`config.mk`:
```
export PLATFORM = sky130hd
export DESIGN_NAME = sar_adc_seq
export DESIGN_NICKNAME = d
export VERILOG_FILES = /design/src/rtl/sar_adc_seq.sv
export SDC_FILE = /design/constraint.sdc
export NUM_CORES = 1
export LEC_CHECK = 0
export CORE_ASPECT_RATIO = 1.1
export CORE_MARGIN = 4
export CORE_UTILIZATION = 50
export DETAILED_ROUTE_END_ITERATION = 12
export PLACE_DENSITY = 0.76
export SLEW_MARGIN = 10
export SYNTH_ARGS = -nofsm -noshare
export SYNTH_HDL_FRONTEND = slang
export SYNTH_SLANG_ARGS = --single-unit
```
`constraint.sdc`:
```
create_clock -name clk -period 8.45 [get_ports clk]
set_clock_uncertainty 0.15 [all_clocks]
set_input_delay 1.2675 -clock clk [delete_from_list [all_inputs] [get_ports clk]]
set_output_delay 1.2675 -clock clk [all_outputs]
set_load 0.02 [all_outputs]
```
`src/rtl/sar_adc_seq.sv`:
```
// sar_adc_seq: scans enabled mux channels, drives the SAR core, averages 2^cfg_avg samples per channel and posts results into a per-channel bank
module sar_adc_seq #(
  parameter int SIZE = 8,
  parameter int NCH = 6,
  parameter int CHW = 3,
  parameter int SETTLE = 2
) (
  input  logic                clk,
  input  logic                reset,
  input  logic                cfg_en,
  input  logic [NCH-1:0]      cfg_ch_mask,
  input  logic [1:0]          cfg_avg,
  input  logic                cfg_cont,
  input  logic                sw_trig,
  output logic                sar_start,
  input  logic                sar_done,
  input  logic [SIZE-1:0]     sar_out,
  output logic [CHW-1:0]      ch_sel,
  output logic                busy,
  output logic                res_valid,
  output logic [CHW-1:0]      res_ch,
  output logic [SIZE-1:0]     res_data,
  output logic [NCH*SIZE-1:0] res_bank,
  output logic                seq_done
);
  typedef enum logic [2:0] {S_IDLE, S_SETTLE, S_START, S_WAIT, S_POST} state_t;
  localparam logic [3:0] SETTLE_LAST = 4'(SETTLE > 0 ? SETTLE - 1 : 0);
  state_t              state, state_n;
  logic [NCH-1:0]      smask, smask_n;
  logic [1:0]          savg, savg_n;
  logic                scont, scont_n;
  logic [3:0]          scnt, scnt_n;
  logic [3:0]          cnt, cnt_n, cnt_inc;
  logic [SIZE+2:0]     acc, acc_n, sum;
  logic [SIZE-1:0]     avg_res;
  logic [CHW-1:0]      nxt_ch, first_ch, ch_sel_n, res_ch_n;
  logic                has_next, go;
  logic                busy_n, sar_start_n, res_valid_n, seq_done_n;
  logic [SIZE-1:0]     res_data_n;
  logic [NCH*SIZE-1:0] res_bank_n;
  assign go = cfg_en && |cfg_ch_mask;
  always_comb begin
    sum = acc + {3'b000, sar_out};
    avg_res = SIZE'(sum >> savg);
    cnt_inc = cnt + 4'd1;
    has_next = 1'b0;
    nxt_ch = '0;
    first_ch = '0;
    for (int i = NCH - 1; i >= 0; i--) begin
      if (smask[i] && CHW'(i) > ch_sel) begin
        has_next = 1'b1;
        nxt_ch = CHW'(i);
      end
      if (cfg_ch_mask[i]) first_ch = CHW'(i);
    end
  end
  always_comb begin
    state_n = state;
    smask_n = smask;
    savg_n = savg;
    scont_n = scont;
    scnt_n = scnt;
    cnt_n = cnt;
    acc_n = acc;
    ch_sel_n = ch_sel;
    busy_n = busy;
    sar_start_n = 1'b0;
    res_valid_n = 1'b0;
    seq_done_n = 1'b0;
    res_ch_n = res_ch;
    res_data_n = res_data;
    res_bank_n = res_bank;
    case (state)
      S_IDLE: if (sw_trig && go) begin
        state_n = S_SETTLE;
        smask_n = cfg_ch_mask;
        savg_n = cfg_avg;
        scont_n = cfg_cont;
        ch_sel_n = first_ch;
        scnt_n = '0;
        busy_n = 1'b1;
      end
      S_SETTLE: if (!cfg_en) begin
        state_n = S_IDLE;
        busy_n = 1'b0;
      end else if (scnt == SETTLE_LAST) begin
        state_n = S_START;
        sar_start_n = 1'b1;
      end else begin
        scnt_n = scnt + 4'd1;
      end
      S_START: begin
        state_n = cfg_en ? S_WAIT : S_IDLE;
        busy_n = cfg_en;
      end
      S_WAIT: if (sar_done) begin
        acc_n = '0;
        cnt_n = '0;
        if (!cfg_en) begin
          state_n = S_IDLE;
          busy_n = 1'b0;
        end else if (cnt_inc < (4'd1 << savg)) begin
          acc_n = sum;
          cnt_n = cnt_inc;
          state_n = S_START;
          sar_start_n = 1'b1;
        end else begin
          state_n = S_POST;
          res_valid_n = 1'b1;
          res_ch_n = ch_sel;
          res_data_n = avg_res;
          seq_done_n = !has_next;
          for (int i = 0; i < NCH; i++)
            if (CHW'(i) == ch_sel) res_bank_n[i*SIZE +: SIZE] = avg_res;
        end
      end
      S_POST: if (has_next) begin
        state_n = S_SETTLE;
        ch_sel_n = nxt_ch;
        scnt_n = '0;
      end else if (scont && go) begin
        state_n = S_SETTLE;
        smask_n = cfg_ch_mask;
        savg_n = cfg_avg;
        scont_n = cfg_cont;
        ch_sel_n = first_ch;
        scnt_n = '0;
      end else begin
        state_n = S_IDLE;
        busy_n = 1'b0;
      end
      default: begin
        state_n = S_IDLE;
        busy_n = 1'b0;
      end
    endcase
    if (state_n == S_IDLE) begin
      acc_n = '0;
      cnt_n = '0;
    end
  end
  always_ff @(posedge clk or posedge reset) begin
    if (reset) begin
      state <= S_IDLE;
      smask <= '0;
      savg <= '0;
      scont <= 1'b0;
      scnt <= '0;
      cnt <= '0;
      acc <= '0;
      ch_sel <= '0;
      busy <= 1'b0;
      sar_start <= 1'b0;
      res_valid <= 1'b0;
      seq_done <= 1'b0;
      res_ch <= '0;
      res_data <= '0;
      res_bank <= '0;
    end else begin
      state <= state_n;
      smask <= smask_n;
      savg <= savg_n;
      scont <= scont_n;
      scnt <= scnt_n;
      cnt <= cnt_n;
      acc <= acc_n;
      ch_sel <= ch_sel_n;
      busy <= busy_n;
      sar_start <= sar_start_n;
      res_valid <= res_valid_n;
      seq_done <= seq_done_n;
      res_ch <= res_ch_n;
      res_data <= res_data_n;
      res_bank <= res_bank_n;
    end
  end
endmodule

```
; ---- Word-level counts from Yosys, hierarchy flattened
; Index checks and enable logic that the tools add are counted.
[classes]
n_addsub = 3
multipliers = 0
n_div = 0
n_lt_le_gt_ge = 7
eq_ne = 18
n_shift = 2
muxes = 80
bitwise = 1
reduce_logical = 30
[ops]
columns = op, n
row1 = 3-bit two-way mux, 21
row2 = 11-bit two-way mux, 5
row3 = 4-bit two-way mux, 10
row4 = 5-bit AND reduction, 7
row5 = 1-bit two-way mux, 29
row6 = 6-bit two-way mux, 3
row7 = 3-bit one-hot mux with 5 select lines, 1
row8 = 2-bit != test (second input constant), 7
row9 = 4-bit one-hot mux with 3 select lines, 1
row10 = 6-bit one-hot mux with 2 select lines, 1
row11 = 4-bit AND reduction, 3
row12 = 11-bit by 8-bit adder with 11-bit output, 1
row13 = 11-bit by 2-bit >> shifter with 8-bit output, 1
row14 = 1-bit logical AND, 9
row15 = 3-bit logical NOT, 3
row16 = 4-bit by 1-bit adder with 4-bit output (second input constant), 2
row17 = 2-bit two-way mux, 4
row18 = 2-bit by 3-bit equality test with 1-bit output (first input constant), 2
row19 = 3-bit by 2-bit equality test with 1-bit output (second input constant), 2
row20 = 3-bit equality test (first input constant), 2
row21 = 1-bit by 3-bit > comparator with 1-bit output (first input constant), 2
row22 = 2-bit by 3-bit > comparator with 1-bit output (first input constant), 2
row23 = 3-bit > comparator (first input constant), 2
row24 = 3-bit one-hot mux with 2 select lines, 1
row25 = other kinds (17), 20
[word_totals]
reg_bits = 97
latchBits = 0
ramBits = 0
rom_bits = 0
inputBits = 22
out_inout_bits = 66
word_cells = 161
mem_count = 0

; ---- Depth between registers and ports, before layout
; Gate-level depths: netlist of the first run.
[depth]
word_depth = 13
ltp_mapped = 12

; ---- Least setup slack after synthesis of the first run
; No wires, ideal clock.
[synth_timing]
path_kind = input-to-reg
start = in sar_out[0]
end = reg res_bank[21]
setup_time_ns = 0.066
arrival_ns = 3.321
t_required_ns = 8.234
path_slack_ns = 4.914
stages = 9
n_path_buf = 0
cell_sequence = ha_1 inv_1 fa_1 nor2b_1 o31a_1 o31ai_4 mux2_2 a22oi_1 mux2_4
[synth_between]
elab_chain_len = 2
[synth_lines]
columns = element, line
row1 = start: declaration, 17  ; input logic [SIZE-1:0] sar_out,
row2 = 11-bit by 8-bit adder with 11-bit output, 43  ; sum = acc + {3'b000, sar_out};
row3 = 11-bit by 2-bit >> shifter with 8-bit output, 44  ; avg_res = SIZE'(sum >> savg);
row4 = end signal: assignment, 174  ; res_bank <= res_bank_n;
row5 = end: declaration, 23  ; output logic [NCH*SIZE-1:0] res_bank,
; No other way between the ends.
; A chain may end at the register's enable or synchronous reset.

; ---- Worst setup path in the final report of the first run
[layout_timing]
start = in sar_out[0]
end = reg res_data[5]
[layout_between]
elab_chain_len = 2
[layout_lines]
columns = element, line
row1 = 11-bit by 8-bit adder with 11-bit output, 43
row2 = 11-bit by 2-bit >> shifter with 8-bit output, 44
row3 = end signal: assignment, 173  ; res_data <= res_data_n;
row4 = end: declaration, 22  ; output logic [SIZE-1:0] res_data,
; No other way between the ends.

==> results.json, run 1 <==
{
  "status": "complete, no violations",
  "antenna-diode-count": 0,
  "reg2regPathDepth": 8,
  "remaining_drcs": 0,
  "grt-ovfl-total": 0,
  "cts_root_buffer": "sky130_fd_sc_hd__clkbuf_8",
  "max_clock_freq_mhz": 260.8,
  "power.static_leakage_nw": 2.791,
  "fraction_of_the_yosys_area_taken_by_sequential_cells": 0.4653,
  "cts_hold_buf": 0,
  "post_synth_inst_count": 463,
  "cts_resized": 0,
  "num_rows": 38,
  "worst_skew_pair.late_latency_ps": 360,
  "drt-vias-per-instance": 5.889,
  "finish.utilization": 0.6268,
  "cts_setup_buffers": 0,
  "fraction_of_final_layout_cells_sized_beyond_drive_strength_1": 0.1223,
  "hold_violations": 0,
  "largest_net_degree_at_the_start_of_global_routing": 60,
  "period_share": 0.4538,
  "clock_sink_count": 96,
  "routed_wire_length_per_instance_microns": 18.08,
  "antenna_found_initial": 0,
  "synthDominantCellAreaShare": 0.4653,
  "measured_slew_at_the_worst_slew_check_pin_ps": 991.8,
  "max-clock-path-buffers": 2,
  "finalSetupViolCount": 0,
  "critPathArrivalTime_ps": 3990,
  "synth_ff_type": "sky130_fd_sc_hd__dfrtp_1",
  "yosys.area.top_type": "sky130_fd_sc_hd__dfrtp_1",
  "cpPeakStageDelay_ps": 420,
  "hpwlAfterDp_microns": 8981,
  "overall_global_routing_resource_usage": 0.2046,
  "tritoncts": "built",
  "most_used_cells_in_the_layout_excluding_fill_and_tap_cells": "96 x sky130_fd_sc_hd__dfrtp_1, 87 x sky130_fd_sc_hd__clkdlybuf4s50_1, 39 x sky130_fd_sc_hd__nor2_1, 31 x sky130_fd_sc_hd__nand2_1",
  "core_area_sq_mm": 0.009985,
  "synthToLayoutAreaGrowth_pct": 21.23,
  "final_wl_microns": 12080,
  "port-buffer-count": 87,
  "netlist_top_cells_area": "sky130_fd_sc_hd__dfrtp_1 47%, sky130_fd_sc_hd__mux2_1 6.1%, sky130_fd_sc_hd__mux2_4 5.8%",
  "cts.htree.levels": 3,
  "postSynthNetCount": 500,
  "critical_path_required_ps": 8610,
  "netlist-cell-type-count": 76,
  "critPathKind": "in -> reg",
  "design_area_sq_mm": 0.006259,
  "critical_path.endpoint_type": "register",
  "crit_slowest_cell": "sky130_fd_sc_hd__a22oi_1",
  "regToRegStartpoint": "savg[1]",
  "ff2ff_setup_slack_ps": 5100,
  "placed_area_sq_mm": 0.006087,
  "rsz_0062_raised_after_global_routing": "false",
  "crit_path_start_kind": "input port",
  "setup_tns_ps": 0,
  "dieArea_sq_mm": 0.01202,
  "detail_route.first_pass.iterations": 5,
  "syn_avg_cell_area_sq_um": 11.15,
  "crit_path_cell_trace": "clkdlybuf4s50_1 -> ha_1 -> inv_1 -> fa_1 -> nor2b_1 -> o31a_1 -> o31ai_4 -> mux2_2 -> a22oi_1 -> mux2_4",
  "synth_async_sr_flop_share": 1.000,
  "critPathLaunch": "sar_out[0]",
  "post-layout-total-power_mw": 1.427,
  "design.final.nets": 580,
  "crit_end": "res_data[5]",
  "clk_pin_slew_worst_paths_ps": 100,
  "ys_seq_elements": 96,
  "end_of_the_worst_register_to_register_path": "res_data[0]",
  "worst_slew_margin_rel": 0.3352,
  "final_antenna_net_count": 0,
  "layout_min_cycle_time_ps": 3834,
  "floorplan.io_pins": 88,
  "yosys_warnings": 0,
  "initial_standard_cell_utilization_of_the_core": 0.5170,
  "grt_pass1_wl_microns": 19750,
  "cts-buffers-inserted": 9,
  "report.final.slew_viol_count": 0,
  "die_w_microns": 104.9,
  "mostFrequentLayoutCell": "sky130_fd_sc_hd__dfrtp_1",
  "max-vdd-ir-drop_v": 0.0001566,
  "post_synth_edffs": 0,
  "largest_driver_fanout_on_the_critical_path": 7,
  "syn-cell-area_sq_mm": 0.005162,
  "vias": 3934,
  "die_y_microns": 114.6,
  "drt_iter0_markers": 205,
  "power_per_cell_area_mw_per_mm2": 228.0,
  "grt_pass1_vias": 3838,
  "worstHoldPathType": "reg -> reg",
  "drv_cap": 0,
  "gp_congestion": 0.8146
}
cell type report:
type                       instances  area [sq um]
tap                              120         150.1
inverter                          15         57.56
clock inverter                     5         40.04
timing repair buffer              88         878.3
sequential                        96          2402
fill                             809          3726
multi-input combinational        333          2599
clock buffer                      11         131.4
worst max-delay path: cells and delay by family:
| family | cells | cell delay, ps |
|---|---|---|
| compound gates | 3 | 1100 |
| mux | 2 | 640 |
| buf+inv | 2 | 480 |
| fa+ha+maj | 2 | 430 |
| simple gates | 1 | 70 |
cell families (layout without fill, tap and decap cells):
logic type | Yosys count | after routing | synth area share
AO/OA/AOI/OAI | 103 | 103 | 0.1418
XOR/XNOR | 6 | 6 | 0.01018
flip-flops | 96 | 96 | 0.4653
buffers and inverters | 34 | 119 | 0.03126
AND/OR/NAND/NOR | 146 | 146 | 0.1634
multiplexers | 63 | 63 | 0.1503
adder cells (fa/ha/maj) | 15 | 15 | 0.03781
metal layers:
metal	track usage	part of all wire	up-vias
met1	0.2703	0.44	1935
met5	0	0	-
met3	0.03215	0.043	16
li1	-	-	1862
met2	0.3496	0.50	121
met4	0.06124	0.019	0
sequential cells by signal (all words and copies together) (netlist names), 2 cells and up:
register	count
res_bank	48
acc	11
res_data	8
smask	5
cnt	4
scnt	4
ch_sel	3
res_ch	3
state	3
savg	2
synthesized netlist by cell type (3+ instances only):
cell	instances
sky130_fd_sc_hd__a211oi_1	3
sky130_fd_sc_hd__a21o_1	4
sky130_fd_sc_hd__a21oi_1	28
sky130_fd_sc_hd__a22oi_1	10
sky130_fd_sc_hd__a311oi_1	3
sky130_fd_sc_hd__a31oi_1	3
sky130_fd_sc_hd__a32oi_1	3
sky130_fd_sc_hd__and3_1	3
sky130_fd_sc_hd__buf_2	9
sky130_fd_sc_hd__clkbuf_1	5
sky130_fd_sc_hd__dfrtp_1	96
sky130_fd_sc_hd__ha_1	14
sky130_fd_sc_hd__inv_1	12
sky130_fd_sc_hd__mux2_1	28
sky130_fd_sc_hd__mux2_2	8
sky130_fd_sc_hd__mux2_4	20
sky130_fd_sc_hd__mux2i_1	7
sky130_fd_sc_hd__nand2_1	31
sky130_fd_sc_hd__nand2b_1	6
sky130_fd_sc_hd__nand3_1	11
sky130_fd_sc_hd__nand3b_1	4
sky130_fd_sc_hd__nand4_1	4
sky130_fd_sc_hd__nor2_1	39
sky130_fd_sc_hd__nor2b_1	8
sky130_fd_sc_hd__nor3_1	11
sky130_fd_sc_hd__nor4_4	3
sky130_fd_sc_hd__o211ai_1	3
sky130_fd_sc_hd__o21a_1	4
sky130_fd_sc_hd__o21ai_0	14
sky130_fd_sc_hd__o21ai_1	4
sky130_fd_sc_hd__or3_1	3
sky130_fd_sc_hd__xnor2_1	5
power breakdown:
group,switching [mW],internal (mW)
sequential,0.0867,0.526
clock,0.164,0.109
combinational,0.317,0.224
total,0.567,0.859
per-stage QoR:
| step | hold slack (ps) | cells | worst slack, ps |
|---|---|---|---|
| global placement | 320.4 | 652 | 4261 |
| finish | 346.0 | 668 | 4616 |
| CTS | 350.4 | 668 | 4623 |
| detailed placement | 326.5 | 652 | 4234 |
| floorplan | 322.6 | 463 | 4527 |
| global route | 367.9 | 668 | 4467 |
worst min path at each step:
stage	to	slack, ps	startpoint	depth (start not counted)
CTS	res_ch[1]	350	res_ch[1]	2
global placement	res_bank[24]	320	res_bank[24]	1
floorplan	smask[1]	320	smask[1]	1
global route	res_bank[34]	370	res_bank[34]	1
finish	res_ch[1]	350	res_ch[1]	2
detailed placement	res_ch[1]	330	res_ch[1]	2
Power figures use the tool's default switching activity.
==> inputs of run 2 (changes only) <==
==> constraint.sdc (replaced) <==
create_clock -name clk -period 3.78 [get_ports clk]
set_clock_uncertainty 0.15 [all_clocks]
set_input_delay 0.567 -clock clk [delete_from_list [all_inputs] [get_ports clk]]
set_output_delay 0.567 -clock clk [all_outputs]
set_load 0.02 [all_outputs]
==> results.json, run 2 (same netlist as run 1, synthesis figures left out) <==
{
  "multi_input_area_sq_mm": 0.002599,
  "tritoncts": "built",
  "worst_skew_pair.late_latency_ps": 370,
  "dieArea_sq_mm": 0.01202,
  "largest_net_degree_at_the_start_of_global_routing": 43,
  "clock_sink_count": 96,
  "routed_wire_length_per_instance_microns": 18.15,
  "critPathLaunch": "sar_out[0]",
  "worst_path_dominant_cell_family": "compound AO/OA/AOI/OAI gates",
  "cpPeakStageDelay_ps": 430,
  "max-clock-path-buffers": 2,
  "fraction_of_final_layout_cells_sized_beyond_drive_strength_1": 0.1416,
  "die_y_microns": 114.6,
  "cts-buffers-inserted": 9,
  "regToRegStartpoint": "acc[0]",
  "critical_path_required_ps": 3940,
  "report.final.slew_viol_count": 0,
  "status": "complete, no violations",
  "synthToLayoutAreaGrowth_pct": 23.34,
  "ff_latch_area_sq_mm": 0.002402,
  "overall_global_routing_resource_usage": 0.2126,
  "design.final.nets": 590,
  "cts.htree.levels": 3,
  "core_area_sq_mm": 0.009985,
  "number_of_flip_flops_in_the_largest_register": 48,
  "measured_slew_at_the_worst_slew_check_pin_ps": 742.8,
  "most_used_cells_in_the_layout_excluding_fill_and_tap_cells": "96 x sky130_fd_sc_hd__dfrtp_1, 87 x sky130_fd_sc_hd__clkdlybuf4s50_1, 39 x sky130_fd_sc_hd__nor2_1, 31 x sky130_fd_sc_hd__nand2_1",
  "drt-vias-per-instance": 6.013,
  "worst_slew_margin_rel": 0.5011,
  "detail_route.first_pass.iterations": 5,
  "antenna-diode-count": 0,
  "critPathArrivalTime_ps": 3310,
  "finish.utilization": 0.6377,
  "drv_cap": 0,
  "power_per_cell_area_mw_per_mm2": 519.8,
  "finalSetupViolCount": 0,
  "cts_resized": 0,
  "largest-register": "res_bank",
  "initial_standard_cell_utilization_of_the_core": 0.5170,
  "design_area_sq_mm": 0.006367,
  "cts_setup_buffers": 0,
  "hold_violations": 0,
  "grt_pass1_wl_microns": 20490,
  "reg2regPathDepth": 9,
  "vias": 4077,
  "rsz_0062_raised_after_global_routing": "false",
  "period_share": 0.8334,
  "filler_cell_count": 812,
  "layout_min_cycle_time_ps": 3150,
  "antenna_found_initial": 0,
  "crit_buf_inv": 2,
  "floorplan.io_pins": 88,
  "grt_pass1_vias": 4051,
  "power.static_leakage_nw": 2.861,
  "final_critical_path_setup_slack_ps": 629.9,
  "crit_path_start_kind": "input port",
  "remaining_drcs": 0,
  "gp_congestion": 0.8328,
  "clk_pin_slew_worst_paths_ps": 110,
  "crit_path_cell_trace": "clkdlybuf4s50_1 -> ha_1 -> inv_1 -> fa_1 -> nor2b_1 -> o31a_1 -> o31ai_4 -> mux2_2 -> a22oi_1 -> mux2_4",
  "setup_tns_ps": 0,
  "cts_root_buffer": "sky130_fd_sc_hd__clkbuf_8",
  "reg.largest.list": "res_bank x48, acc x11, res_data x8",
  "placed_area_sq_mm": 0.006175,
  "drt_iter0_markers": 218,
  "num_rows": 38,
  "critPathKind": "in -> reg",
  "critical_path.endpoint_type": "register",
  "cp_num_cells": 10,
  "max-vdd-ir-drop_v": 0.0003492,
  "max_clock_freq_mhz": 317.4,
  "min-delay-start": "res_bank[42]",
  "die_w_microns": 104.9,
  "mostFrequentLayoutCell": "sky130_fd_sc_hd__dfrtp_1",
  "grt-ovfl-total": 0,
  "largest_driver_fanout_on_the_critical_path": 7,
  "final_wl_microns": 12300,
  "crit_slowest_cell": "sky130_fd_sc_hd__a22oi_1",
  "pre_cts_ws_ps": 259.1,
  "timing.hold.worst_path_depth": 1,
  "final_antenna_net_count": 0,
  "cts_hold_buf": 0,
  "worstHoldPathType": "reg -> reg",
  "port-buffer-count": 87,
  "hpwlAfterDp_microns": 9102
}
## run 2: cell count changes in the layout (fill, tap and decap cells not counted), sizes merged
| cell | before | now |
|---|---|---|
| buf | 1 | 11 |
| inv | 15 | 18 |
| clkbuf | 11 | 9 |
| clkinvlp | 3 | 2 |
## run 2: final timing paths
kind	endpoint	slack [ps]
setup / recovery	res_bank[5]	630
hold / removal	res_bank[42]	350
setup reg to reg	res_bank[5]	850
hold reg to reg	res_bank[42]	350
max in group asynchronous	res_bank[33]	2340
min in group asynchronous	smask[2]	430
## run 2: power breakdown
group / switching [mW] / internal [mW]
registers: 0.197 / 1.18
logic: 0.719 / 0.536
clock network: 0.421 / 0.261
## run 2: cell type report
cell class / count / area share
repair buffers: 98 / 0.1517
well taps: 120 / 0.02358
inverters: 15 / 0.009039
flip-flops and latches: 96 / 0.3773
clock inverters: 7 / 0.01081
clock buffers: 9 / 0.01945
multi-input cells: 333 / 0.4081
## run 2: metal layers
layer	vias to the layer above	part of all wire	global-route usage
met5	-	0	0
met4	0	0.021	0.06649
met3	22	0.063	0.04230
met2	165	0.50	0.3671
met1	1996	0.41	0.2706
li1	1894	-	-
## run 2: stage by stage
stage | power [mW] | cells | hold WS, ps
2_1_floorplan | 2.188 | 463 | 322.6
3_3_place_gp | 2.604 | 662 | 317.8
3_5_place_dp | 2.647 | 662 | 328.1
4_1_cts | 3.322 | 678 | 353.0
5_1_grt | 3.511 | 678 | 372.1
6_report | 3.310 | 678 | 349.5
